$ cat config.mk
export PLATFORM = sky130hd
export DESIGN_NAME = cross_event_tx
export DESIGN_NICKNAME = d
export VERILOG_FILES = /design/src/rtl/cross_pkg.sv /design/src/rtl/cross_signal.sv /design/src/rtl/cross_event_tx.sv
export SDC_FILE = /design/constraint.sdc
export NUM_CORES = 1
export LEC_CHECK = 0
export ABC_AREA = 1
export CAP_MARGIN = 20
export CORE_ASPECT_RATIO = 0.75
export CORE_UTILIZATION = 30
export DETAILED_ROUTE_END_ITERATION = 12
export SLEW_MARGIN = 20
export SYNTH_ARGS = -nofsm -noshare
export SYNTH_HDL_FRONTEND = slang
export SYNTH_SLANG_ARGS = --single-unit
$ cat constraint.sdc
create_clock -name clk -period 5.92 [get_ports clk]
set_clock_uncertainty 0.1 [all_clocks]
set_input_delay 1.184 -clock clk [delete_from_list [all_inputs] [get_ports clk]]
set_output_delay 1.184 -clock clk [all_outputs]
set_load 0.05 [all_outputs]
$ cat src/rtl/cross_pkg.sv
// Shared definitions for the cross_event tx/rx pair: handshake FSM encoding and default widths.
package cross_pkg;

  localparam int unsigned DATA_WIDTH_DEF = 32;
  localparam int unsigned ADDR_WIDTH_DEF = 2;
  localparam int unsigned TIMEOUT_DEF    = 1023;

  typedef enum logic [1:0] {
    IDLE = 2'd0,
    REQ  = 2'd1,
    ACKW = 2'd2
  } crossState_e;

endpackage

$ cat src/rtl/cross_signal.sv
// Two-flop level synchronizer into the clkB domain; clkA is kept for interface symmetry only.
module cross_signal (
  input  logic clkA,
  input  logic clkB,
  input  logic sigA,
  output logic sigB
);

  logic [1:0] syncQ;
  wire unusedClkA = clkA;

  // No reset: during reset the flops keep tracking the far side so a stale level is visible at release.
  always_ff @(posedge clkB) begin
    syncQ <= {syncQ[0], sigA};
  end

  assign sigB = syncQ[1];

endmodule

$ cat src/rtl/cross_event_tx.sv
// Source side of a four-phase req/ack crossing: events are queued in a small FIFO and sent one per handshake.
// Optional per-phase watchdog enabled by defining CROSS_EVENT_TX_TIMEOUT_EN.
module cross_event_tx
  import cross_pkg::*;
#(
  parameter int unsigned C_DATA_WIDTH = DATA_WIDTH_DEF,
  parameter int unsigned C_ADDR_WIDTH = ADDR_WIDTH_DEF,
  parameter int unsigned C_TIMEOUT    = TIMEOUT_DEF
) (
  input  logic                    clk,
  input  logic                    rst_n,
  input  logic                    event_valid,
  input  logic [C_DATA_WIDTH-1:0] event_data,
  output logic                    event_ready,
  output logic                    req_out,
  output logic [C_DATA_WIDTH-1:0] data_out,
  input  logic                    ack_in,
  output logic                    ovf,
  input  logic                    ovf_clr,
  output logic                    timeout_err,
  output logic [C_ADDR_WIDTH:0]   level
);

  localparam int unsigned DEPTH = 1 << C_ADDR_WIDTH;
  localparam int unsigned LVL_W = C_ADDR_WIDTH + 1;

  logic                    ackS;
  logic [C_DATA_WIDTH-1:0] mem [DEPTH];
  logic [C_ADDR_WIDTH-1:0] wrPtr;
  logic [C_ADDR_WIDTH-1:0] rdPtr;
  crossState_e             state;
  crossState_e             stateNext;
  logic                    push;
  logic                    pop;
  logic                    toHit;
  logic                    toSet;

  cross_signal uAckSync (
    .clkA (clk),
    .clkB (clk),
    .sigA (ack_in),
    .sigB (ackS)
  );

  // A full FIFO refuses the offer even if the head leaves on the same edge.
  assign event_ready = (level != LVL_W'(DEPTH));
  assign push        = event_valid && event_ready;

`ifdef CROSS_EVENT_TX_TIMEOUT_EN
  localparam int unsigned TO_W = $clog2(C_TIMEOUT + 1);

  logic [TO_W-1:0] phaseCnt;

  // Fires on the edge at which the phase has lasted C_TIMEOUT cycles.
  assign toHit = (state != IDLE) && (phaseCnt == TO_W'(C_TIMEOUT - 1));

  always_ff @(posedge clk) begin
    if (!rst_n) begin
      phaseCnt <= '0;
    end else if ((stateNext != state) || (state == IDLE)) begin
      phaseCnt <= '0;
    end else begin
      phaseCnt <= phaseCnt + TO_W'(1);
    end
  end

  always_ff @(posedge clk) begin
    if (!rst_n) begin
      timeout_err <= 1'b0;
    end else if (toSet) begin
      timeout_err <= 1'b1;
    end else if (ovf_clr) begin
      timeout_err <= 1'b0;
    end
  end
`else
  localparam int unsigned unusedTimeout = C_TIMEOUT;
  wire unusedToSet = toSet;

  assign toHit       = 1'b0;
  assign timeout_err = 1'b0;
`endif

  // Handshake next-state and pop decision.
  always_comb begin
    stateNext = state;
    pop       = 1'b0;
    toSet     = 1'b0;
    case (state)
      IDLE: begin
        if (level != '0) stateNext = REQ;
      end
      REQ: begin
        if (ackS) begin
          pop       = 1'b1;
          stateNext = ACKW;
        end else if (toHit) begin
          pop       = 1'b1;
          toSet     = 1'b1;
          stateNext = ACKW;
        end
      end
      ACKW: begin
        if (!ackS) begin
          stateNext = IDLE;
        end else if (toHit) begin
          toSet     = 1'b1;
          stateNext = IDLE;
        end
      end
      default: stateNext = ACKW;
    endcase
  end

  // Starting in ACKW keeps a stale high ack from completing a phantom transfer after reset.
  always_ff @(posedge clk) begin
    if (!rst_n) begin
      state    <= ACKW;
      req_out  <= 1'b0;
      data_out <= '0;
      level    <= '0;
      wrPtr    <= '0;
      rdPtr    <= '0;
      ovf      <= 1'b0;
    end else begin
      state   <= stateNext;
      req_out <= (stateNext == REQ);
      if ((state == IDLE) && (stateNext == REQ)) data_out <= mem[rdPtr];
      if (push) wrPtr <= wrPtr + C_ADDR_WIDTH'(1);
      if (pop)  rdPtr <= rdPtr + C_ADDR_WIDTH'(1);
      level <= level + LVL_W'(push) - LVL_W'(pop);
      if (event_valid && !event_ready) begin
        ovf <= 1'b1;
      end else if (ovf_clr) begin
        ovf <= 1'b0;
      end
    end
  end

  always_ff @(posedge clk) begin
    if (push) mem[wrPtr] <= event_data;
  end

endmodule
==> run_results.csv <==
group,metric,value,unit
status,run_status,"finished, final reports clean",
global_route,grt_pass1_vias,4594,
floorplan,die_h,137,um
yosys,syn_avg_cell_area,9.33,um2
clocking,clkTransAtPathRegs,0.07,ns
global_route,grt_overflow_total,0,
global_route,antenna_found_initial,0,
finish,n_fill_cell,2359,
finish,nNetsFinal,893,
placed_design,io_buffer_count,74,
floorplan,dieArea,25000,um2
setup_path,worstPathMaxFanout,4,
detailed_routing,dr.pass1.iters,4,
global_route,top_usage_layer,"met2",
yosys,ys_top_cells_by_area,"edfxtp_1 (53%), dfxtp_1 (12%), nand2_1 (12%)",
pwr,power_density,379,nW/um2
timing,rsz0062_at_grt,"no",
timing,period_needed,3.19,ns
detailed_routing,drt_wl_total,14700,um
yosys,synth_top_family_by_area,"simple AND/OR/NAND/NOR gates",
floorplan,core,23900,um2
min_path,hp-class,"reg2reg",
yosys,yosys_warnings,0,
finish,diodes,0,
yosys,synthCells,783,
finish,regArea,4750,um2
yosys,synth_top_flop_cell,"edfxtp_1",
run,drv_cap,0,
timing,maxSlewHeadroom,0.306,
global_route,grt_pass1_wl,23900,um
finish,syn2layout_area_growth,22.7,%
clocking,clock-sinks,173,
timing,slew_viol_final,0,
yosys,synth_common_cells,"nand2_1 (234), inv_1 (177), edfxtp_1 (128)",
detailed_routing,ant_nets,0,
global_route,grtUsageMet3,0.0341,
setup_path,critPathArrivalTime,1.90,ns
setup_path,cp.required,4.64,ns
floorplan,floorplan.rows,49,
yosys,synth-compound-area-share,0.00685,
floorplan,ios,76,
global_route,grtUsageTotal,0.126,
detailed_routing,post-route-drc-count,0,
global_route,grt_max_degree,67,
clocking,htreeDepth,4,
timing,setup_tns,0,ns
detailed_routing,drt_iter0_markers,294,
detailed_routing,vias_per_cell,4.15,
placed_design,place_hpwl,8750,um
yosys,ys_ff_latch,173,
yosys,synth.most_common_cell,"nand2_1",
clocking,tritoncts,"built",
setup_path,path_class,"reg2out",
yosys,synth-edff-count,128,
yosys,synth_xor_area_frac,0.00120,
global_route,use_met2,0.198,
clocking,cts_setup_buffers,0,
clocking,worst_skew_pair.late_latency,0.43,ns
timing,hold_slack,0.230,ns
yosys,synthAdderAreaFrac,0.0130,
finish,multi_input_area,1710,um2
timing,post-route-period-util,0.538,
timing,timing.fmax,314,MHz
detailed_routing,wire_per_inst,12.6,um
clocking,clk_path_buf_depth,2,
clocking,root_buffer,"clkbuf_16",
timing,finalHoldViolCount,0,
yosys,ys_seq_area_frac,0.650,
yosys,yosys.area_share.simple,0.208,
clocking,cts_resized,0,
pwr,power.leakage,3.97,nW
yosys,synth_area_leader_cell,"edfxtp_1",
yosys,synthMuxAreaShare,0,
pwr,ir_drop,0.221,mV
timing,worst-slew-pin-transition,1.04,ns
setup_path,cp-end-kind,"output port",
setup_path,start_kind,"register",
finish,drive_gt1_frac,0.0592,
yosys,ys_types,22,
finish,finalCoreUtilization,0.375,
floorplan,initial_core_util,0.305,
yosys,synthArstFlopShare,0,
floorplan,die_w,182,um
clocking,cts-buffers-inserted,17,
yosys,synth_area,7300,um2
detailed_routing,vias,4844,
timing,finalSetupViolCount,0,
global_route,grt_use_met1,0.169,
yosys,synth_nets,827,
placed_design,globalplace.congestion,0.720,
clocking,cts_hold_buffers,0,
yosys,yosysTopAreaCellShare,0.526,
[path summary, 6_finish.rpt]
check	from	endpoint	slack [ns]	cells past startpoint
min reg2reg	uAckSync.syncQ[0]	uAckSync.syncQ[1]	0.23	0
max	level[0]	event_ready	2.73	3
min	uAckSync.syncQ[0]	uAckSync.syncQ[1]	0.23	0
max reg2reg	rdPtr[0]	data_out[3]	3.48	8
[power by group]
part	switching, mW	total [mW]	internal, mW
sequential	0.0499	1.50	1.45
combinational	0.480	0.716	0.236
clock	0.503	1.18	0.680
[cells in the final DEF, fill, tap and decap left out, types with 2 or more instances in the layout]
cell	count
inv_8	2
bufinv_16	3
buf_16	2
inv_1	177
buf_4	4
nor2_4	4
clkinvlp_4	3
a21oi_1	7
clkinv_4	2
nand3_1	70
o21ai_0	2
dfxtp_2	2
inv_6	4
inv_2	3
ha_1	6
clkdlybuf4s50_1	73
dfxtp_1	43
edfxtp_1	128
clkbuf_16	17
nand2_1	234
nor2_1	66
[critical path, cell delays in order, from the launching register on]
cell and delay (ns):
dfxtp_1 0.37, inv_1 0.09, nand3_1 0.18, clkdlybuf4s50_1 0.84
[layout make-up]
type / count / share of cell area
clock buffer: 17 / 0.0475
inverter: 180 / 0.0754
multi-input combinational: 397 / 0.191
tap: 306 / 0.0427
sequential: 173 / 0.530
clock inverter: 15 / 0.0228
timing repair buffer: 80 / 0.0916
[through the flow]
stage | instances | power (mW) | setup slack, ns | instance area [um2]
after floorplan | 783 | 2.01 | 2.44 | 7300
after global placement | 1134 | 2.22 | 2.42 | 8280
after detailed placement | 1134 | 2.23 | 2.35 | 8280
after CTS | 1166 | 3.42 | 2.73 | 8910
after global routing | 1168 | 3.56 | 2.66 | 8960
final | 1168 | 3.40 | 2.73 | 8960
[flip-flops by register name, summed over array words and instances, names as in the netlist]
name and flops:
data_out 32, level 3, rdPtr 2, ovf 1
wrPtr 2, mem 128, state 2, req_out 1
uAckSync.syncQ 2
[metal layers]
layer | vias up | routed length (um) | part of all wire
met5 | - | 0 | 0
met3 | 13 | 614 | 0.042
met2 | 86 | 6460 | 0.44
met4 | 0 | 161 | 0.011
li1 | 2513 | - | -
met1 | 2232 | 7480 | 0.51
[logic make-up after synthesis]
group	count (synthesis)
compound gates	10
xor+xnor	1
fa+ha+maj	7
buf+inv	213
flops	173
other cells	1
simple gates	378
(Power assumes the default switching activity.)
